File: src/rtl/sipo_reader.sv
// AXI4-Lite master that configures the sipo block, polls its status and drains
// its read port onto a valid/ready stream.
`ifndef AXI4_ADDR_BITS
`define AXI4_ADDR_BITS 32
`endif
`ifndef AXI4_DATA_BITS
`define AXI4_DATA_BITS 32
`endif
`ifndef AXI4_STRB_BITS
`define AXI4_STRB_BITS 4
`endif
`ifndef AXI4_PROT_BITS
`define AXI4_PROT_BITS 3
`endif
`ifndef AXI4_RESP_BITS
`define AXI4_RESP_BITS 2
`endif
`ifndef AXI4_RESP_OKAY
`define AXI4_RESP_OKAY 2'b00
`endif

// state       | meaning
// ST_IDLE     | disabled, no traffic
// ST_CFG_AW   | ctrl write address/data in flight
// ST_CFG_B    | waiting for ctrl write response
// ST_POLL_AR  | status read address
// ST_POLL_R   | status read data
// ST_DATA_AR  | data (pop) read address
// ST_DATA_R   | data (pop) read data
// ST_HOLD     | popped word presented on out_*
// ST_WAIT     | idle interval between empty polls
module sipo_reader #(
    parameter logic [`AXI4_ADDR_BITS-1:0] BASE_ADDR = '0,
    parameter int POLL_INTERVAL = 16,
    parameter int OUT_WIDTH     = 32,
    parameter int CNT_BITS      = 16
) (
    input  logic                        clk,
    input  logic                        rst,
    input  logic                        enable,

    output logic                        m_axi4lite_aw_valid,
    input  logic                        m_axi4lite_aw_ready,
    output logic [`AXI4_ADDR_BITS-1:0]  m_axi4lite_aw_addr,
    output logic [`AXI4_PROT_BITS-1:0]  m_axi4lite_aw_prot,

    output logic                        m_axi4lite_w_valid,
    input  logic                        m_axi4lite_w_ready,
    output logic [`AXI4_DATA_BITS-1:0]  m_axi4lite_w_data,
    output logic [`AXI4_STRB_BITS-1:0]  m_axi4lite_w_strb,

    input  logic                        m_axi4lite_b_valid,
    output logic                        m_axi4lite_b_ready,
    input  logic [`AXI4_RESP_BITS-1:0]  m_axi4lite_b_resp,

    output logic                        m_axi4lite_ar_valid,
    input  logic                        m_axi4lite_ar_ready,
    output logic [`AXI4_ADDR_BITS-1:0]  m_axi4lite_ar_addr,
    output logic [`AXI4_PROT_BITS-1:0]  m_axi4lite_ar_prot,

    input  logic                        m_axi4lite_r_valid,
    output logic                        m_axi4lite_r_ready,
    input  logic [`AXI4_DATA_BITS-1:0]  m_axi4lite_r_data,
    input  logic [`AXI4_RESP_BITS-1:0]  m_axi4lite_r_resp,

    output logic                        out_valid,
    input  logic                        out_ready,
    output logic [OUT_WIDTH-1:0]        out_data,
    output logic                        err,
    output logic [CNT_BITS-1:0]         word_cnt
);

    localparam int WAIT_BITS = $clog2(POLL_INTERVAL + 1);
    localparam logic [WAIT_BITS-1:0] WAIT_LOAD = WAIT_BITS'(POLL_INTERVAL - 1);
    localparam logic [`AXI4_ADDR_BITS-1:0] ADDR_DATA = BASE_ADDR;
    localparam logic [`AXI4_ADDR_BITS-1:0] ADDR_STAT = BASE_ADDR + `AXI4_ADDR_BITS'(8);
    localparam logic [`AXI4_ADDR_BITS-1:0] ADDR_CTRL = BASE_ADDR + `AXI4_ADDR_BITS'(16);
    // ctrl: bit0 en, bit1 user_rstn
    localparam logic [`AXI4_DATA_BITS-1:0] CFG_WORD = `AXI4_DATA_BITS'(3);

    typedef enum logic [3:0] {
        ST_IDLE,
        ST_CFG_AW,
        ST_CFG_B,
        ST_POLL_AR,
        ST_POLL_R,
        ST_DATA_AR,
        ST_DATA_R,
        ST_HOLD,
        ST_WAIT
    } state_t;

    state_t               state;
    logic [WAIT_BITS-1:0] wait_cnt;

    assign m_axi4lite_aw_prot = '0;
    assign m_axi4lite_ar_prot = '0;

    always_ff @(posedge clk) begin
        if (rst) begin
            state               <= ST_IDLE;
            wait_cnt            <= '0;
            m_axi4lite_aw_valid <= 1'b0;
            m_axi4lite_aw_addr  <= '0;
            m_axi4lite_w_valid  <= 1'b0;
            m_axi4lite_w_data   <= '0;
            m_axi4lite_w_strb   <= '0;
            m_axi4lite_b_ready  <= 1'b0;
            m_axi4lite_ar_valid <= 1'b0;
            m_axi4lite_ar_addr  <= '0;
            m_axi4lite_r_ready  <= 1'b0;
            out_valid           <= 1'b0;
            out_data            <= '0;
            err                 <= 1'b0;
            word_cnt            <= '0;
        end else begin
            case (state)
                ST_IDLE: begin
                    if (enable) begin
                        state               <= ST_CFG_AW;
                        m_axi4lite_aw_valid <= 1'b1;
                        m_axi4lite_aw_addr  <= ADDR_CTRL;
                        m_axi4lite_w_valid  <= 1'b1;
                        m_axi4lite_w_data   <= CFG_WORD;
                        m_axi4lite_w_strb   <= '1;
                    end
                end
                ST_CFG_AW: begin
                    if (m_axi4lite_aw_ready) m_axi4lite_aw_valid <= 1'b0;
                    if (m_axi4lite_w_ready)  m_axi4lite_w_valid  <= 1'b0;
                    if ((!m_axi4lite_aw_valid || m_axi4lite_aw_ready) &&
                        (!m_axi4lite_w_valid  || m_axi4lite_w_ready)) begin
                        state              <= ST_CFG_B;
                        m_axi4lite_b_ready <= 1'b1;
                    end
                end
                ST_CFG_B: begin
                    if (m_axi4lite_b_valid) begin
                        m_axi4lite_b_ready  <= 1'b0;
                        if (m_axi4lite_b_resp != `AXI4_RESP_OKAY) err <= 1'b1;
                        state               <= ST_POLL_AR;
                        m_axi4lite_ar_valid <= 1'b1;
                        m_axi4lite_ar_addr  <= ADDR_STAT;
                    end
                end
                ST_POLL_AR: begin
                    if (m_axi4lite_ar_ready) begin
                        m_axi4lite_ar_valid <= 1'b0;
                        m_axi4lite_r_ready  <= 1'b1;
                        state               <= ST_POLL_R;
                    end
                end
                ST_POLL_R: begin
                    if (m_axi4lite_r_valid) begin
                        m_axi4lite_r_ready <= 1'b0;
                        if (m_axi4lite_r_resp != `AXI4_RESP_OKAY || m_axi4lite_r_data[0]) begin
                            if (m_axi4lite_r_resp != `AXI4_RESP_OKAY) err <= 1'b1;
                            state    <= ST_WAIT;
                            wait_cnt <= WAIT_LOAD;
                        end else begin
                            state               <= ST_DATA_AR;
                            m_axi4lite_ar_valid <= 1'b1;
                            m_axi4lite_ar_addr  <= ADDR_DATA;
                        end
                    end
                end
                ST_DATA_AR: begin
                    if (m_axi4lite_ar_ready) begin
                        m_axi4lite_ar_valid <= 1'b0;
                        m_axi4lite_r_ready  <= 1'b1;
                        state               <= ST_DATA_R;
                    end
                end
                ST_DATA_R: begin
                    if (m_axi4lite_r_valid) begin
                        m_axi4lite_r_ready <= 1'b0;
                        if (m_axi4lite_r_resp != `AXI4_RESP_OKAY) begin
                            // popped word is corrupt; drop it rather than deliver
                            err      <= 1'b1;
                            state    <= ST_WAIT;
                            wait_cnt <= WAIT_LOAD;
                        end else begin
                            out_data  <= m_axi4lite_r_data[OUT_WIDTH-1:0];
                            out_valid <= 1'b1;
                            state     <= ST_HOLD;
                        end
                    end
                end
                ST_HOLD: begin
                    if (out_ready) begin
                        out_valid <= 1'b0;
                        word_cnt  <= word_cnt + CNT_BITS'(1);
                        if (enable) begin
                            state               <= ST_POLL_AR;
                            m_axi4lite_ar_valid <= 1'b1;
                            m_axi4lite_ar_addr  <= ADDR_STAT;
                        end else begin
                            state <= ST_IDLE;
                        end
                    end
                end
                ST_WAIT: begin
                    if (!enable) begin
                        state <= ST_IDLE;
                    end else if (wait_cnt == '0) begin
                        state               <= ST_POLL_AR;
                        m_axi4lite_ar_valid <= 1'b1;
                        m_axi4lite_ar_addr  <= ADDR_STAT;
                    end else begin
                        wait_cnt <= wait_cnt - WAIT_BITS'(1);
                    end
                end
                default: state <= ST_IDLE;
            endcase
        end
    end

endmodule

File: config.mk
export PLATFORM = sky130hd
export DESIGN_NAME = sipo_reader
export DESIGN_NICKNAME = d
export VERILOG_FILES = /design/src/rtl/sipo_reader.sv
export SDC_FILE = /design/constraint.sdc
export NUM_CORES = 1
export LEC_CHECK = 0
export ABC_AREA = 1
export BUFFER_PORTS_ARGS = -buffer_cell sky130_fd_sc_hd__buf_2
export CAP_MARGIN = 10
export CELL_PAD_IN_SITES_DETAIL_PLACEMENT = 0
export CELL_PAD_IN_SITES_GLOBAL_PLACEMENT = 1
export CORE_AREA = 3 3 96 135
export CTS_CLUSTER_DIAMETER = 120
export DETAILED_ROUTE_END_ITERATION = 10
export DIE_AREA = 0 0 99 138
export PLACE_DENSITY_LB_ADDON = 0.1
export SKIP_LAST_GASP = 1
export SYNTH_ARGS = -nofsm -noshare
export SYNTH_HDL_FRONTEND = slang
export SYNTH_SLANG_ARGS = --single-unit
export TNS_END_PERCENT = 100
File: constraint.sdc
create_clock -name clk -period 2.9 [get_ports clk]
set_clock_uncertainty 0.2 [all_clocks]
set_input_delay 0.435 -clock clk [delete_from_list [all_inputs] [get_ports clk]]
set_output_delay 0.435 -clock clk [all_outputs]
set_load 0.1 [all_outputs]
==> key figures, run 1 <==
Status
  • Status: completed

Floorplan
  • Core area: 11,820 um^2
  • Die Wd: 99 um
  • Die footprint: 13,660 um^2
  • FP Rows: 47
  • Chip Height: 138 um
  • Starting Density: 32.96%
  • Ports: 206

Placement
  • Buffers on Ports: 107
  • Dpl cell area: 4133 um^2
  • Placer Congestion: 0.8630
  • DP HPWL: 8.059 mm
  • Pre-CTS setup slack: 812.8 ps

Global route
  • Global-route wire length before repair: 16.60 mm
  • Largest net degree at the start of global routing: 43
  • Initial antenna violation count: 1
  • Congestion Overflow GR: 0
  • Overall global routing resource usage: 14.99%
  • Number of global-route vias before repair: 3,334

Timing
  • Final setup violation count: 0
  • Final setup TNS: 0 ps
  • Tmin final: 1967 ps
  • Tightest Pin Transition: 560.0 ps
  • Max Clock Freq: 0.5084 GHz
  • Period utilisation layout: 67.82%
  • Fin. Hold Viols: 0
  • Slew Limit Headroom: 62.61%
  • RSZ-0062 raised after global routing: no
  • Setup ws final: 933.1 ps
  • Fin. max-slew vios: 0

Route
  • DR vias/cell: 4.226
  • Avg WL per Cell: 12.82 um
  • Overall routed net length: 10.51 mm
  • Post-route DRC: 0
  • Post-DRT Antenna Nets: 0
  • DR pass1 iterations: 6
  • DR iter-0 viols: 140
  • Vias: 3,465

Synth
  • Synthesized area per cell: 6.836 um^2
  • Post-synth top area share: 33.91%
  • Syn Inst Count: 570
  • Synth warn: 0
  • Cell area after synthesis: 3896 um^2
  • Distinct cells, synth: 26
  • Area leader, netlist: dfxtp_1
  • #FFs+latches synth: 66
  • Sequential area share after synthesis: 33.91%
  • Ranking of synthesized cells by area: dfxtp_1 34%, buf_4 20%, nor2_1 10%, nand2_1 9.8%, o21ai_0 6.2%

Clock network
  • Root buffer cell: clkbuf_16
  • Clock-pin slew on the worst setup and hold paths: 50 ps
  • CTS Buf Count: 9
  • Clk buf depth: 2
  • CTS HTree Levels: 3
  • Hold_buf cts: 0
  • Post-CTS setup buffers: 0
  • Post_cts resized: 0
  • CTS tree: built
  • Worst-Skew Late Latency: 320 ps
  • CTS Sinks: 66

Critical path
  • Worst Setup Start Kind: register
  • Element type at the critical path end: register
  • Worst path required time: 2960 ps
  • CP Max Fanout: 16
  • WS Path Type: reg -> reg
  • Crit path DAT: 2020 ps

Pwr
  • Cell Pwr Density: 813.4 nW/um^2
  • Leak: 2.306 nW
  • IR drop worst, VDD: 320.0 uV

Finish
  • FILL cells: 1,321
  • Most frequent cells in the layout: 107 x nor2_1, 107 x buf_2, 102 x nand2_1
  • Layout cell share with drive strength beyond 1: 20.83%
  • Post-route cell area: 4468 um^2
  • Area Growth Syn to Fin: 14.68%
  • # nets final: 716

Min path
  • Hold crit path type: in -> reg

Run
  • Max-Cap Viols: 0
[critical path: stages (launching register included)]
cell and delay, ps:
dfxtp_1 480, nand2_1 120, nor2_1 200, nand2_2 250, inv_1 350, o21ai_0 150, a21oi_1 140
[cells by family (layout without fill, tap and decap cells)]
logic type	Yosys count	count (layout)	share of synthesized area [%]
compound gates	84	84	10.95
xor+xnor	8	8	1.798
fa+ha+maj	3	3	0.9635
buf+inv	159	164	25.88
flops	66	66	33.91
other cells	1	99	0.09625
simple gates	249	249	26.40
[final timing paths]
kind	cells past startpoint	start	slack (ps)	end
setup / recovery	6	state[0]$_SDFFE_PP0P_	930	word_cnt[12]$_SDFFE_PP0P_
hold / removal	3	m_axi4lite_r_data[16]	140	out_data[16]$_SDFFE_PP0P_
setup reg to reg	6	state[0]$_SDFFE_PP0P_	930	word_cnt[12]$_SDFFE_PP0P_
hold reg to reg	2	m_axi4lite_r_ready$_SDFFE_PP0P_	260	m_axi4lite_r_ready$_SDFFE_PP0P_
[through the flow]
stage | std cells | util, % | hold slack, ps | power, mW
final | 820 | 37.80 | 135.3 | 3.634
after global placement | 803 | 34.96 | 260.5 | 2.553
after detailed placement | 803 | 34.96 | 259.4 | 2.546
after CTS | 818 | 37.55 | 118.9 | 3.682
after global routing | 819 | 37.78 | 129.5 | 3.800
after floorplan | 667 | - | 261.8 | 2.504
[cell type report]
type                            instances  area, um^2  area share (%)
Sequential cell                        66        1321           29.57
Antenna cell                            1       2.502         0.05601
Clock inverter                          2       35.03          0.7841
Multi-Input combinational cell        442        1931           43.21
Inverter                               39       146.4           3.276
Timing Repair Buffer                  110       578.1           12.94
Tap cell                              147       183.9           4.116
Clock buffer                           13       270.3           6.049
[state kept, by name, indices dropped and copies added (netlist names)]
name,count
m_axi4lite_r_ready,1
out_data,32
m_axi4lite_ar_valid,1
out_valid,1
state,4
m_axi4lite_aw_valid,1
m_axi4lite_ar_addr,1
m_axi4lite_b_ready,1
wait_cnt,5
m_axi4lite_w_strb,1
m_axi4lite_w_valid,1
word_cnt,16
err,1
[power by group]
group,switching (mW),internal (mW)
Clock,0.378,0.730
Sequential,0.0611,0.967
Combinational,1.30,0.194
Total,1.74,1.89
[cell usage after synthesis]
cell,count
ha_1,3
o211ai_1,1
buf_2,8
nand2_1,102
xnor2_1,5
buf_6,1
a21oi_1,33
nand4_1,2
nor2_2,7
xor2_1,3
nand2_2,1
nor2_4,3
nor2_1,107
nand3b_1,1
nand3_1,23
clkbuf_1,6
conb_1,1
o21ai_1,1
nor3_1,1
a41oi_1,1
dfxtp_1,66
nand3_2,2
buf_4,105
o21ai_0,48
inv_1,36
inv_2,3
[layer usage]
layer / track usage [%] / share of wire (%) / vias to the layer above / routed length [um]
met5: 0 / 0 / - / 0
met4: 6.187 / 1.7 / 0 / 180
met3: 4.183 / 7.7 / 13 / 805
met2: 26.88 / 52 / 138 / 5515
met1: 16.31 / 38 / 1528 / 4010
li1: - / - / 1786 / -
Note: power is estimated with default switching activity, not from simulation.
==> inputs of run 2 (changes only) <==
Settings changed: CORE_AREA 3 3 96 135 to 3 3 106 149, DIE_AREA 0 0 99 138 to 0 0 109 152.
Clock period 2.9 ns to 1.8 ns, I/O delays scaled along.
==> key figures, run 2 (same netlist as run 1, synthesis figures left out) <==
Clock network
  • CTS Sinks: 66
  • Clock-pin slew on the worst setup and hold paths: 60 ps
  • CTS HTree Levels: 3
  • CTS Buf Count: 9
  • Root buffer cell: clkbuf_16
  • Worst-Skew Late Latency: 330 ps
  • Post-CTS setup buffers: 0
  • Clk buf depth: 2
  • CTS tree: built

Pwr
  • Leak: 2.508 nW
  • Power, Total: 5.982 mW
  • Cell Pwr Density: 1202 nW/um^2
  • IR drop worst, VDD: 587.2 uV

Finish
  • FILL cells: 1,570
  • Post-route cell area: 4977 um^2
  • Layout cell share with drive strength beyond 1: 25.66%
  • Largest registers: out_data: 32 flops, word_cnt: 16 flops, wait_cnt: 5 flops
  • # nets final: 760
  • Most frequent cells in the layout: 107 x buf_2, 102 x nand2_1, 101 x nor2_1
  • Max reg flops: 32
  • Area Growth Syn to Fin: 27.75%
  • Most flops, register: out_data
  • Antenna fix cells: 0
  • Most common cell after layout, fill and taps aside: buf_2

Global route
  • Global-route wire length before repair: 17.88 mm
  • Overall global routing resource usage: 13.56%
  • Number of global-route vias before repair: 3,556
  • Largest net degree at the start of global routing: 43
  • Initial antenna violation count: 0
  • Congestion Overflow GR: 0

Route
  • Post-DRT Antenna Nets: 0
  • DR vias/cell: 4.041
  • Avg WL per Cell: 12.41 um
  • DR pass1 iterations: 4
  • Post-route DRC: 0
  • Vias: 3,661
  • Overall routed net length: 11.24 mm
  • DR iter-0 viols: 116

Timing
  • Period utilisation layout: 94.21%
  • Max Clock Freq: 0.5897 GHz
  • Worst hold margin: 28.23 ps
  • Fin. max-slew vios: 0
  • Final setup violation count: 0
  • Tmin final: 1696 ps
  • Fin. Hold Viols: 0

Floorplan
  • Chip Height: 152 um
  • FP Rows: 52
  • Core area: 14,510 um^2
  • Die Wd: 109 um
  • Starting Density: 26.85%
  • Die footprint: 16,570 um^2
  • Ports: 206

Placement
  • Buffers on Ports: 107
  • Placer Congestion: 0.8733
  • DP HPWL: 8.500 mm
  • Dpl cell area: 4325 um^2

Critical path
  • Element type at the critical path end: register
  • WS Path Type: reg -> reg
  • R2R Setup Slk: 100 ps
  • Worst setup startpoint: state[0]$_SDFFE_PP0P_
  • Crit path DAT: 1720 ps
  • CP Max Fanout: 6
  • R2R depth: 9
  • Worst Setup Start Kind: register
  • Worst path required time: 1820 ps
  • FF-to-FF End: m_axi4lite_ar_addr[3]$_SDFFE_PP0P_
  • Worst r2r src: state[0]$_SDFFE_PP0P_

Min path
  • Hold crit path type: in -> reg
  • Hold_sp: m_axi4lite_r_data[0]
  • Hold depth: 3
  • Hold Crit Endpoint: out_data[0]$_SDFFE_PP0P_

Run
  • Max-Cap Viols: 0

Status
  • Status: completed
[run 2: timing repair]
action	in CTS	in global routing
gates cloned	0	0
resized for setup	1	16
hold buffers	31	0
setup endpoints to repair	5	57
pin swaps	0	0
hold endpoints to repair	31	0
[run 2: power by group]
part	total [mW]	switching [mW]	internal (mW)
combinational	2.57	2.17	0.407
sequential	1.66	0.0961	1.57
clock	1.74	0.675	1.07
[run 2: worst max-delay path: stages (launching register included)]
cell and delay, ps:
dfxtp_2 350, buf_4 150, nor2_4 170, nand2_1 160, nand2_1 100, nor2_1 50
nor2_1 200, nand3_1 100, nand2_1 70, nor2_1 40
[run 2: worst max path at each step]
stage / end / depth (start not counted)
after detailed placement: wait_cnt[4]$_SDFFE_PP0P_ / 8
after CTS: state[0]$_SDFFE_PP0P_ / 7
after floorplan: word_cnt[12]$_SDFFE_PP0P_ / 8
final: m_axi4lite_ar_addr[3]$_SDFFE_PP0P_ / 9
after global routing: m_axi4lite_ar_addr[3]$_SDFFE_PP0P_ / 8
after global placement: wait_cnt[4]$_SDFFE_PP0P_ / 8
[run 2: stage by stage]
step                      setup slack, ps  TNS, ps  instances  utilization (%)
after global placement             -47.63   -347.3        859            29.81
after floorplan                    -77.94   -77.94        667                -
after detailed placement           -7.564   -25.77        859            29.81
after CTS                           22.20        0        906            34.02
after global routing               -5.946   -5.946        906            34.30
final                               104.1        0        906            34.30
[run 2: area by class of cell]
type / count / area, um^2 / area share (%)
multi-input cells: 442 / 1969 / 39.57
flip-flops and latches: 66 / 1349 / 27.10
repair buffers: 154 / 978.4 / 19.66
well taps: 189 / 236.5 / 4.751
clock buffers: 9 / 225.2 / 4.525
inverters: 39 / 148.9 / 2.991
clock inverters: 7 / 70.07 / 1.408
[run 2: metal layers]
layer	vias up	GRT usage [%]	wire length (um)
li1	1874	-	-
met1	1639	14.42	4271
met2	136	25.45	6093
met3	12	2.759	687
met4	0	5.054	187
met5	-	0	0
==> inputs of run 3 (changes only) <==
Settings changed: CAP_MARGIN 10 to 20, HOLD_SLACK_MARGIN set to 0.05.
==> key figures, run 3 (same netlist as run 1, synthesis figures left out) <==
Critical path
  • Worst Setup Start Kind: primary input
  • FF-to-FF End: m_axi4lite_ar_addr[3]$_SDFFE_PP0P_
  • Crit path DAT: 1770 ps
  • Worst r2r src: state[0]$_SDFFE_PP0P_
  • R2R depth: 9
  • CP Max Fanout: 6
  • Worst path required time: 1860 ps
  • WS Path Type: in -> reg
  • R2R Setup Slk: 120 ps
  • Element type at the critical path end: register

Timing
  • Fin. max-slew vios: 0
  • Setup ws final: 87.05 ps
  • RSZ-0062 raised after global routing: yes
  • Tmin final: 1713 ps
  • Period utilisation layout: 95.16%
  • Max Clock Freq: 0.5838 GHz
  • Final setup violation count: 0
  • Fin. Hold Viols: 0

Finish
  • Most flops, register: out_data
  • Area Growth Syn to Fin: 28.00%
  • Layout cell share with drive strength beyond 1: 25.63%
  • Post-route cell area: 4987 um^2
  • Antenna fix cells: 0
  • Register Area: 1349 um^2
  • Combined area of the multi-input logic cells: 1969 um^2
  • Most frequent cells in the layout: 107 x buf_2, 102 x nand2_1, 101 x nor2_1
  • # nets final: 761
  • FILL cells: 1,569
  • Most common cell after layout, fill and taps aside: buf_2
  • Max reg flops: 32
  • Largest registers: out_data: 32 flops, word_cnt: 16 flops, wait_cnt: 5 flops
  • Final Core Density: 34.37%
  • Cell Count, Final, Fillers Out: 907

Clock network
  • CTS Sinks: 66
  • Clk buf depth: 2
  • CTS tree: built
  • CTS Buf Count: 9
  • CTS HTree Levels: 3
  • Root buffer cell: clkbuf_16
  • Worst-Skew Late Latency: 330 ps
  • Clock-pin slew on the worst setup and hold paths: 60 ps
  • Post-CTS setup buffers: 0

Global route
  • Global-route wire length before repair: 17.88 mm
  • Congestion Overflow GR: 0
  • Initial antenna violation count: 0
  • Largest net degree at the start of global routing: 43
  • Overall global routing resource usage: 13.55%
  • Number of global-route vias before repair: 3,559

Route
  • DR pass1 iterations: 4
  • Vias: 3,668
  • DR iter-0 viols: 109
  • Post-DRT Antenna Nets: 0
  • Post-route DRC: 0
  • Avg WL per Cell: 12.32 um
  • DR vias/cell: 4.044
  • Overall routed net length: 11.17 mm

Min path
  • Hold depth: 4
  • Hold_sp: m_axi4lite_aw_ready
  • Hold crit path type: in -> reg
  • Hold Crit Endpoint: m_axi4lite_aw_valid$_SDFFE_PP0P_

Floorplan
  • Die Wd: 109 um
  • FP Rows: 52
  • Core area: 14,510 um^2
  • Ports: 206
  • Chip Height: 152 um
  • Die footprint: 16,570 um^2
  • Starting Density: 26.85%

Status
  • Status: completed

Pwr
  • Combinational share of power: 43.0%
  • Power Internal: 3.044 mW
  • Sw Ratio: 49.09%
  • Power, Total: 5.980 mW
  • Clock share of power: 29.2%
  • NetSw: 2.936 mW
  • Flop pwr share: 27.8%
  • Cell Pwr Density: 1199 nW/um^2
  • IR drop worst, VDD: 587.2 uV
  • Leak: 2.512 nW

Run
  • Max-Cap Viols: 0

Placement
  • Placer Congestion: 0.8733
  • Buffers on Ports: 107
  • Placed Cells: 859
  • Dpl cell area: 4325 um^2
  • DP HPWL: 8.500 mm
  • Pre-CTS setup slack: -7.564 ps
run 3: cell count changes in the layout (fill, tap and decap cells not counted), sizes merged:
cell,delta
dlygate4sd3,+1
run 3: worst max path at each step:
stage | from | endpoint | depth (start not counted)
after floorplan | word_cnt[0]$_SDFFE_PP0P_ | word_cnt[12]$_SDFFE_PP0P_ | 8
after global placement | state[0]$_SDFFE_PP0P_ | wait_cnt[4]$_SDFFE_PP0P_ | 8
after detailed placement | state[0]$_SDFFE_PP0P_ | wait_cnt[4]$_SDFFE_PP0P_ | 8
after CTS | state[0]$_SDFFE_PP0P_ | state[0]$_SDFFE_PP0P_ | 7
after global routing | m_axi4lite_r_data[0] | wait_cnt[4]$_SDFFE_PP0P_ | 9
final | m_axi4lite_r_data[0] | wait_cnt[4]$_SDFFE_PP0P_ | 9
run 3: through the flow:
step                      setup TNS [ps]  hold slack [ps]
after floorplan                   -77.94            204.9
after global placement            -347.3            245.4
after detailed placement          -25.77            249.5
after CTS                              0            104.9
after global routing              -16.33            113.7
final                                  0            112.2
run 3: area by class of cell:
cell class,count,share of cell area [%]
tap,189,4.742
clock inverter,7,1.405
inverter,39,2.985
sequential,66,27.04
multi-input combinational,442,39.49
timing repair buffer,155,19.82
clock buffer,9,4.516
run 3: what timing repair did:
action,4_1_cts,5_1_grt
setup endpoints to repair,5,57
gates resized for setup,1,16
hold buffers,32,0
endpoints found under the hold margin,32,0
run 3: layer usage:
metal  global-route usage, %  routed length, um
met5                       0                  0
met1                   14.50               4258
met3                   2.589                644
met2                   25.45               6079
met4                   5.054                191
run 3: critical path, cell delays in order:
cell and delay (ps):
dlygate4sd3_1 540, buf_2 120, inv_1 100, nand2_1 90
nor2_1 210, nor2_4 100, nand3_2 150, nand2_1 60
a21oi_1 140
run 3: power by group through the flow:
stage          registers (mW)  logic [mW]  clock network, mW
4_1_cts                  1.65        2.55               1.81
5_1_grt                  1.68        2.69               1.87
3_5_place_dp             1.69        2.50                  0
2_1_floorplan            2.11        1.93                  0
3_3_place_gp             1.68        2.52                  0
6_report                 1.66        2.57               1.74
